===== src/rtl/pc_register.sv =====
// rtl/pc_register.sv - MIPS program counter: loads PC_last + INCREMENT or an alternative target each edge
module pc_register #(
    parameter int unsigned          WIDTH       = 32,
    parameter int unsigned          INCREMENT   = 4,
    parameter logic [WIDTH-1:0]     RESET_VALUE = '0
) (
    input  logic             clk,
    input  logic             reset,
    output logic [WIDTH-1:0] PC,
    input  logic [WIDTH-1:0] PC_last,
    input  logic [WIDTH-1:0] alternative_PC,
    input  logic             use_alternative_PC
);

    localparam logic [WIDTH-1:0] STEP = WIDTH'(INCREMENT);

    logic [WIDTH-1:0] r_pc;
    logic [WIDTH-1:0] w_seq_pc;
    logic [WIDTH-1:0] w_next_pc;

    // Sequential successor wraps modulo 2^WIDTH; no carry is reported.
    assign w_seq_pc  = PC_last + STEP;
    assign w_next_pc = use_alternative_PC ? alternative_PC : w_seq_pc;

    always_ff @(posedge clk or posedge reset) begin
        if (reset) begin
            r_pc <= RESET_VALUE;
        end else begin
            r_pc <= w_next_pc;
        end
    end

    assign PC = r_pc;

endmodule


===== config.mk =====
export PLATFORM = sky130hd
export DESIGN_NAME = pc_register
export DESIGN_NICKNAME = d
export VERILOG_FILES = /design/src/rtl/pc_register.sv
export SDC_FILE = /design/constraint.sdc
export NUM_CORES = 1
export LEC_CHECK = 0
export ABC_AREA = 0
export CAP_MARGIN = 30
export CORE_MARGIN = 3
export CORE_UTILIZATION = 42
export DETAILED_ROUTE_END_ITERATION = 16
export GPL_ROUTABILITY_DRIVEN = 0
export HOLD_SLACK_MARGIN = 0.12
export PLACE_DENSITY = 0.86
export SLEW_MARGIN = 15
export SYNTH_ARGS = -nofsm -noshare
export SYNTH_HDL_FRONTEND = slang
export SYNTH_SLANG_ARGS = --single-unit

===== constraint.sdc =====
create_clock -name clk -period 3.2 [get_ports clk]
set_clock_uncertainty 0.2 [all_clocks]
set_input_delay 0.8 -clock clk [delete_from_list [all_inputs] [get_ports clk]]
set_output_delay 0.8 -clock clk [all_outputs]
set_load 0.02 [all_outputs]

==> summary.md, run 1 <==
| Metric | Value |
|---|---|
| Status | finished clean |
| Warning count from the yosys run | 0 |
| Clock transition at path regs | 70 ps |
| WP buf/inv | 1 |
| Synth Area in Compound Gates | 0.1535 |
| Clock Path Buffers | 2 |
| Drt wl/cell | 14.42 um |
| Fillers | 322 |
| Worst setup EP type | flop |
| Crit-path slowest cell | or4_1 |
| Worst setup path category | input pin to flop |
| Clock group share of total power | 0.305 |
| Power, Total | 1.047 mW |
| HPWL after DPL | 3.783 mm |
| Area growth syn-to-layout | 59.67% |
| Total core area | 4086 um2 |
| Crit-path leading delay family | simple AND/OR/NAND/NOR gates |
| Reg power frac | 0.424 |
| Synth Instances | 196 |
| Worst Path Max Fanout | 14 |
| NetSw | 0.2802 mW |
| Max-slew violation count | 0 |
| Post-Synth Simple-Gate Area | 0.2719 |
| CTS Root Cell | clkbuf_8 |
| Residual DRC | 0 |
| Clock tree sinks | 32 |
| Crit path time final | 2706 ps |
| CTS tree | done |
| Number of gates resized after CTS | 0 |
| Vias | 1848 |
| Pwr Density | 360.6 nW/um2 |
| Post-CTS Hold Fix Bufs | 0 |
| Hold Path Class | input pin to asynchronous set/reset pin |
| Die ar. | 5154 um2 |
| Die span in x | 71.79 um |
| P_leak | 1.120 nW |
| Final setup viols | 0 |
| Unrepaired setup endpoints after global routing | false |
| Syn Nets | 264 |
| GRT Overall Usage | 0.2001 |
| Nets | 359 |
| Slew at the pin closest to its max-slew limit | 862.6 ps |
| Final hold violations | 0 |
| Crit path DAT | 2710 ps |
| Final worst path period share | 0.8455 |
| Critical-path cell list | clkdlybuf4s50_1 > and4_1 > nand4_2 > or4_1 > a31oi_1 |
| Synth Area in Adders | 0.006882 |
| CTS Buf Count | 5 |
| Post-layout util | 0.7103 |
| Row cnt | 23 |
| Global-route wire length before repair | 8.183 mm |
| Cell area after layout | 2903 um2 |
| Largest net degree at the start of global routing | 34 |
| Initial antenna violation count | 0 |
| Vias/cell | 5.404 |
| Post-route setup TNS | 0 ps |
| CP max stage delay | 560 ps |
| Count of cell types in the netlist | 28 |
| ANT cells | 0 |
| Sequential area share after synthesis | 0.4405 |
| Detailed Route WL | 4.933 mm |
| Rel. slew slack | 0.4243 |
| # IOs | 99 |
| Postcts setup bufs | 0 |
| CP required | 3200 ps |
| Die Span Y | 71.79 um |
| Port-buffer cells | 98 |
| Max VDD drop | 0.0002119 V |
| Antenna-violating nets left | 0 |
| Internal | 0.7665 mW |
| Combinational share of power | 0.271 |
| Number of flip-flops under the largest register name | 32 |
| Pre-antenna DRT Iters | 6 |
| Post-Synth XOR/XNOR Area | 0.05299 |
| CTS H-tree lvls | 2 |
| Synth Register Bits | 32 |
| Grt total ovfl | 0 |
| Critical Path Source Type | input pin |
| Post-synthesis instance area | 1818 um2 |
| Share of cells above drive strength 1 | 0.06507 |
| First DRT Iteration DRCs | 128 |
| Net Sw Frac | 0.2677 |
| Largest family of logic cells by synthesized area | simple AND/OR/NAND/NOR gates |
| Max frequency | 0.3696 GHz |
| Max-cap viol count | 0 |
| Placed cell area | 2813 um2 |
| Vias in the first global route | 1768 |
| Synthesized area per cell | 9.275 um2 |
| Initial Util | 0.4449 |
| Mux contribution to synthesized area | 0.01858 |
| Crit path depth | 5 |
[metrics by stage]
stage / std cells / setup slack [ps] / hold slack (ps)
2_1_floorplan: 196 / 809.1 / 696.4
3_3_place_gp: 334 / 273.8 / 1013
3_5_place_dp: 334 / 216.5 / 1021
4_1_cts: 342 / 497.5 / 713.1
5_1_grt: 342 / 353.8 / 742.1
6_report: 342 / 494.4 / 704.3
[cell usage in the layout (no fill, tap or decap), types with 6 or more instances in the layout]
cell type        instances
a31oi_1                 14
xor2_1                   9
dfrtp_1                 32
nand3_1                  9
nor2_1                  14
clkbuf_8                 6
or4_1                   14
nand2_1                 23
clkdlybuf4s50_1         98
o21ai_0                 14
nand4_1                  8
o31ai_1                 12
[routing by layer]
| layer | part of all wire | vias up | GRT usage | wire [um] |
|---|---|---|---|---|
| li1 | - | 921 | - | - |
| met1 | 0.40 | 856 | 0.2385 | 1952 |
| met2 | 0.53 | 64 | 0.3561 | 2590 |
| met3 | 0.066 | 7 | 0.05330 | 326 |
| met4 | 0.013 | 0 | 0.05010 | 64 |
| met5 | 0 | - | 0 | 0 |
[logic make-up after synthesis]
| logic type | count (synthesis) |
|---|---|
| AOI/OAI and AO/OA | 44 |
| xor gates and xnor gates | 11 |
| adders and majority gates | 1 |
| buffers and inverters | 19 |
| DFF | 32 |
| muxes | 3 |
| and+or+nand+nor | 86 |
[Yosys cell counts (all sizes together)]
| cell type | number | area, um2 |
|---|---|---|
| or2 | 1 | 6.260 |
| ha | 1 | 12.51 |
| xor2 | 9 | 78.83 |
| nand4 | 11 | 96.34 |
| o311ai | 1 | 8.760 |
| dfrtp | 32 | 800.8 |
| and3 | 3 | 18.77 |
| xnor2 | 2 | 17.52 |
| or3 | 3 | 18.77 |
| a31oi | 14 | 87.58 |
| clkbuf | 9 | 43.79 |
| or4 | 14 | 105.1 |
| nor2 | 14 | 52.55 |
| nand2 | 24 | 97.59 |
| buf | 6 | 42.54 |
| mux2 | 3 | 33.78 |
| o211ai | 3 | 22.52 |
| and4 | 4 | 35.03 |
| o31ai | 12 | 90.09 |
| inv | 4 | 15.01 |
| nand3 | 9 | 45.04 |
| o21ai | 14 | 70.07 |
| and2 | 3 | 18.77 |
[path summary, 6_finish.rpt]
check | from | endpoint
min in group clk | alternative_PC[19] | PC[19]
max in group asynchronous | reset | PC[4]
max | PC_last[10] | PC[31]
min | reset | PC[28]
[cell type report]
class / count / area (um2) / share of cell area
tap: 50 / 62.56 / 0.02155
timing repair buffer: 103 / 1018 / 0.3509
clock buffer: 8 / 90.09 / 0.03103
inverter: 4 / 15.01 / 0.005172
sequential: 32 / 800.8 / 0.2759
multi-input combinational: 145 / 915.9 / 0.3155
[power by group through the flow]
stage | Clock [mW] | Sequential [mW] | Combinational [mW]
floorplan | 0 | 0.494 | 0.0693
global placement | 0 | 0.451 | 0.280
detailed placement | 0 | 0.452 | 0.285
CTS | 0.327 | 0.444 | 0.286
global route | 0.347 | 0.447 | 0.305
finish | 0.320 | 0.444 | 0.283
Power figures use the tool's default switching activity.
==> run 2: changes to the inputs <==
--- a/config.mk
+++ b/config.mk
@@ -8,11 +8,11 @@
 export ABC_AREA = 0
 export CAP_MARGIN = 30
 export CORE_MARGIN = 3
-export CORE_UTILIZATION = 42
+export CORE_UTILIZATION = 39
 export DETAILED_ROUTE_END_ITERATION = 16
 export GPL_ROUTABILITY_DRIVEN = 0
 export HOLD_SLACK_MARGIN = 0.12
-export PLACE_DENSITY = 0.86
+export PLACE_DENSITY = 0.8
 export SLEW_MARGIN = 15
 export SYNTH_ARGS = -nofsm -noshare
 export SYNTH_HDL_FRONTEND = slang
==> constraint.sdc (replaced) <==
create_clock -name clk -period 2.85 [get_ports clk]
set_clock_uncertainty 0.2 [all_clocks]
set_input_delay 0.7125 -clock clk [delete_from_list [all_inputs] [get_ports clk]]
set_output_delay 0.7125 -clock clk [all_outputs]
set_load 0.02 [all_outputs]
==> run 2 against run 1 <==
  * Combinational power rose by 16%
  * Sequential share of layout area fell by 1.2 points
  * Sequential power rose by 13%
  * First-iteration DRC count is 40% lower
  * Core utilization decreased by 2.4 points
  * Clock-buffer cell count decreased by 1
  * Global-route usage decreased by 0.096 points
==> summary.md, run 2 (synthesis results as in run 1) <==
| Metric | Value |
|---|---|
| Vias/cell | 5.284 (-2.2%) |
| Final hold violations | 0 (unchanged) |
| Met2 Use GR | 0.3504 (-0.005729) |
| Met3 usage | 0.04730 (-0.005999) |
| Initial Util | 0.4118 (-0.03304) |
| Crit-path leading delay family | simple AND/OR/NAND/NOR gates |
| GRT Overall Usage | 0.1991 (-0.0009575) |
| CP required | 2850 ps (-350 ps) |
| Fillers | 343 (+6.5%) |
| Most Crowded Layer GR | met2 |
| Rel. slew slack | 0.4253 (+0.0009700) |
| Share of cells above drive strength 1 | 0.1086 (+0.04348) |
| Final setup viols | 0 (unchanged) |
| Die span in x | 74.28 um (+3.5%) |
| Post-layout util | 0.6868 (-0.02356) |
| Worst hold slack | 607.8 ps (-96.44 ps) |
| Unrepaired setup endpoints after global routing | false |
| Worst setup path category | input pin to flop |
| Postcts setup bufs | 0 (unchanged) |
| Clock Path Buffers | 2 (unchanged) |
| Total core area | 4414 um2 (+8.0%) |
| P_leak | 1.195 nW (+6.7%) |
| Max frequency | 0.3972 GHz |
| Worst Path Max Fanout | 6 (-8) |
| Residual DRC | 0 (unchanged) |
| Clock transition at path regs | 70 ps (about the same) |
| CTS tree | done |
| HPWL after DPL | 3.975 mm (+5.1%) |
| Placed insts | 348 (+4.2%) |
| Largest net degree at the start of global routing | 34 (unchanged) |
| Post-CTS Hold Fix Bufs | 0 (unchanged) |
| CP max stage delay | 520 ps (-40 ps) |
| ANT cells | 0 (unchanged) |
| CTS H-tree lvls | 2 (unchanged) |
| WP buf/inv | 2 (+1) |
| Antenna-violating nets left | 0 (unchanged) |
| Status | finished clean |
| Initial antenna violation count | 0 (unchanged) |
| Number of gates resized after CTS | 0 (unchanged) |
| Pwr Density | 429.7 nW/um2 (+19%) |
| Most frequent cells in the layout | clkdlybuf4s50_1 (98), dfrtp_1 (32), nand2_1 (23), buf_4 (17) |
| Die ar. | 5517 um2 (+7.0%) |
| Row cnt | 24 (+4.3%) |
| Finished Layout Cells | 356 (+4.1%) |
| Clock tree sinks | 32 (unchanged) |
| Slew at the pin closest to its max-slew limit | 861.1 ps (-1.453 ps) |
| Worst setup EP type | flop |
| Global-route wire length before repair | 8.507 mm (+4.0%) |
| # IOs | 99 (unchanged) |
| Hold Path Class | input pin to asynchronous set/reset pin |
| Critical-path cell list | clkdlybuf4s50_1 > and4_1 > nand4_2 > buf_4 > or4_1 > a31oi_1 |
| Detailed Route WL | 5.285 mm (+7.1%) |
| Post-route setup TNS | 0 ps (unchanged) |
| Number of flip-flops under the largest register name | 32 (unchanged) |
| Crit path time final | 2518 ps |
| Vias | 1881 (+1.8%) |
| Die Span Y | 74.28 um (+3.5%) |
| Vias in the first global route | 1818 (+2.8%) |
| Most common cell after layout, fill and taps aside | clkdlybuf4s50_1 |
| First DRT Iteration DRCs | 77 (-40%) |
| Pre-antenna DRT Iters | 4 (-2) |
| Drt wl/cell | 14.85 um (+2.9%) |
| Max VDD drop | 0.0002039 V (-3.8%) |
| Max-slew violation count | 0 (unchanged) |
| Final worst path period share | 0.8834 |
| Crit path DAT | 2520 ps (-190 ps) |
| Grt total ovfl | 0 (unchanged) |
| Nets | 371 (+3.3%) |
| Critical Path Source Type | input pin |
| CTS Buf Count | 5 (unchanged) |
| Port-buffer cells | 98 (unchanged) |
| CTS Root Cell | clkbuf_8 |
| Area growth syn-to-layout | 66.76% |
| Max-cap viol count | 0 (unchanged) |
| Met1 Usage GRT | 0.2427 (+0.004178) |
| Crit-path slowest cell | clkdlybuf4s50_1 |
run 2: cell count changes in the layout (fill, tap and decap cells not counted):
cell,previous run,this run
clkbuf_8,6,7
bufinv_16,0,1
clkbuf_1,2,0
buf_4,5,17
run 2: worst min-delay path, stage by stage:
cell	delay, ps
clkdlybuf4s50_1	390
inv_1	50
buf_4	360
run 2: worst max path at each step:
stage	slack, ps	startpoint	depth (start not counted)	endpoint
final	330	PC_last[12]	6	PC[25]
after global routing	170	PC_last[2]	6	PC[26]
after CTS	320	PC_last[12]	6	PC[19]
after detailed placement	40	PC_last[12]	6	PC[19]
after global placement	40	PC_last[12]	6	PC[19]
after floorplan	550	PC_last[2]	7	PC[30]
run 2: layer usage:
metal,vias to the layer above,part of all wire
li1,939,-
met3,11,0.064
met2,59,0.51
met5,-,0
met4,0,0.016
met1,872,0.41
run 2: report_power, final:
group          internal, mW  switching [mW]
clock network         0.308           0.167
logic                 0.182           0.147
registers             0.490          0.0101
total                 0.979           0.323
run 2: cell type report:
type | instances | area [um2] | share of cell area
repair buffers | 115 | 1109 | 0.3657
multi-input cells | 145 | 915.9 | 0.3021
flip-flops and latches | 32 | 800.8 | 0.2641
clock buffers | 7 | 96.34 | 0.03178
well taps | 52 | 65.06 | 0.02146
clock inverters | 1 | 30.03 | 0.009905
inverters | 4 | 15.01 | 0.004953
run 2: stage by stage:
step / setup WS (ps) / total power [mW] / instance area [um2]
finish: 332.2 / 1.303 / 3032
global route: 165.5 / 1.365 / 3032
CTS: 315.8 / 1.316 / 3032
detailed placement: 38.71 / 0.8371 / 2905
global placement: 40.79 / 0.8331 / 2905
floorplan: 546.6 / 0.6329 / 1818
==> run 3: changes to the inputs <==
--- a/config.mk
+++ b/config.mk
@@ -7,7 +7,7 @@
 export LEC_CHECK = 0
 export ABC_AREA = 0
 export CAP_MARGIN = 30
-export CORE_MARGIN = 3
+export CORE_MARGIN = 4
 export CORE_UTILIZATION = 39
 export DETAILED_ROUTE_END_ITERATION = 16
 export GPL_ROUTABILITY_DRIVEN = 0
==> run 3 against run 2 <==
  * Clock-buffer cell count is 1 higher
  * Critical endpoint is now PC[28]
  * Combinational power is 2% higher
  * Non-clock buffer count is 3 higher
  * Largest cell class unchanged
  * Die area is 5.5% higher
  * Total power is 8.8% lower
  * Clock power is 26% lower
  * Global-route usage is 1.0 points lower
==> summary.md, run 3 (synthesis results as in run 1) <==
| Metric | Value |
|---|---|
| Global-route wire length before repair | 8.942 mm (+5.1%) |
| Worst setup margin | 277.9 ps (-54.34 ps) |
| Max-cap viol count | 0 (unchanged) |
| Number of flip-flops under the largest register name | 32 (unchanged) |
| Slew at the pin closest to its max-slew limit | 409.0 ps (-452.1 ps) |
| Status | finished clean |
| Hold Path Class | input pin to asynchronous set/reset pin |
| Final setup viols | 0 (unchanged) |
| Residual DRC | 0 (unchanged) |
| Die ar. | 5818 um2 (+5.5%) |
| Crit path depth | 6 (unchanged) |
| Worst setup EP type | flop |
| Max frequency | 0.3888 GHz (-2.1%) |
| Clock Path Buffers | 2 (unchanged) |
| Vias in the first global route | 1912 (+5.2%) |
| WP buf/inv | 1 (-1) |
| # IOs | 99 (unchanged) |
| Crit-path slowest cell | clkdlybuf4s50_1 |
| CTS tree | done |
| Final hold violations | 0 (unchanged) |
| Row cnt | 24 (unchanged) |
| Crit path DAT | 2570 ps (+50 ps) |
| First DRT Iteration DRCs | 105 (+36%) |
| Vias/cell | 5.315 (+0.59%) |
| Crit-path leading delay family | simple AND/OR/NAND/NOR gates |
| Die Span Y | 76.28 um (+2.7%) |
| GRT Overall Usage | 0.1890 (-0.01008) |
| Critical Path Source Type | input pin |
| Most Crowded Layer GR | met2 |
| Pre-antenna DRT Iters | 4 (unchanged) |
| Detailed Route WL | 5.410 mm (+2.4%) |
| Worst hold slack | 630.5 ps (+22.70 ps) |
| Clock tree sinks | 32 (unchanged) |
| Postcts setup bufs | 0 (unchanged) |
| Die span in x | 76.28 um (+2.7%) |
| Max-slew violation count | 0 (unchanged) |
| Crit path time final | 2572 ps (+54.34 ps) |
| P_leak | 1.192 nW (-0.27%) |
| Dpl ws | -19.66 ps (-58.37 ps) |
| Worst setup path category | input pin to flop |
| Pwr Density | 393.4 nW/um2 (-8.4%) |
| Most common cell after layout, fill and taps aside | clkdlybuf4s50_1 |
| CP required | 2850 ps (about the same) |
| Met1 Usage GRT | 0.2189 (-0.02374) |
| Antenna-violating nets left | 0 (unchanged) |
| Area of the multi-input gates | 915.9 um2 (unchanged) |
| Critical-path cell list | clkdlybuf4s50_1 > ha_1 > and2_1 > nand4_2 > or4_1 > a31oi_1 |
| Total core area | 4444 um2 (+0.68%) |
| CTS H-tree lvls | 2 (unchanged) |
| Met3 usage | 0.03073 (-0.01656) |
| Met2 Use GR | 0.3445 (-0.005930) |
| Share of cells above drive strength 1 | 0.1107 (+0.002197) |
| Most frequent cells in the layout | clkdlybuf4s50_1 (98), dfrtp_1 (32), nand2_1 (23), buf_4 (20) |
| Post-CTS Hold Fix Bufs | 0 (unchanged) |
| Nets | 374 (+0.81%) |
| CTS Root Cell | clkbuf_8 |
| Final worst path period share | 0.9025 (+0.01907) |
| Number of gates resized after CTS | 0 (unchanged) |
| Initial Util | 0.4091 (-0.002783) |
| Grt total ovfl | 0 (unchanged) |
| CTS Buf Count | 5 (unchanged) |
| Max VDD drop | 0.0001590 V (-22%) |
| Port-buffer cells | 98 (unchanged) |
| Largest net degree at the start of global routing | 33 (-2.9%) |
| Unrepaired setup endpoints after global routing | false |
| ANT cells | 0 (unchanged) |
| Drt wl/cell | 15.07 um (+1.5%) |
| Worst Path Max Fanout | 14 (+8) |
| Vias | 1908 (+1.4%) |
| HPWL after DPL | 4.369 mm (+9.9%) |
| Clock transition at path regs | 60 ps (about the same) |
| Rel. slew slack | 0.7273 (+0.3020) |
| Register Area | 800.8 um2 (unchanged) |
| Initial antenna violation count | 0 (unchanged) |
| Fillers | 377 (+9.9%) |
| CP max stage delay | 490 ps (-30 ps) |
| Area growth syn-to-layout | 66.00% |
-- run 3: how the worst max path moves through the flow --
stage / end / from / slack, ps
final: PC[28] / PC_last[2] / 280
after detailed placement: PC[26] / PC_last[2] / -20
after CTS: PC[26] / PC_last[2] / 280
after global placement: PC[30] / PC_last[2] / 70
after global routing: PC[30] / PC_last[2] / 150
after floorplan: PC[30] / PC_last[2] / 550
-- run 3: per-layer routing --
metal	wire length [um]	up-vias
met3	282	12
li1	-	947
met1	2198	874
met2	2805	75
met4	124	0
met5	0	-
-- run 3: power by group --
group          switching (mW)  leakage (nW)  total [mW]  internal, mW
clock                   0.156        0.0455       0.353         0.197
sequential             0.0103         0.373       0.500         0.490
combinational           0.148         0.774       0.334         0.186
-- run 3: stage by stage --
step                cells  TNS [ps]  total power, mW  cell area [um2]  utilization
detailed placement    351    -46.31           0.8445             2928       0.6588
global route          359         0            1.242             3018       0.6791
CTS                   359         0            1.200             3018       0.6791
global placement      351         0           0.8369             2928       0.6588
floorplan             196         0           0.6329             1818            -
finish                359         0            1.187             3018       0.6791
-- run 3: layout make-up --
| class | count | area share |
|---|---|---|
| inverters | 4 | 0.004975 |
| well taps | 52 | 0.02156 |
| flip-flops and latches | 32 | 0.2653 |
| clock buffers | 8 | 0.02985 |
| multi-input cells | 145 | 0.3035 |
| repair buffers | 118 | 0.3748 |
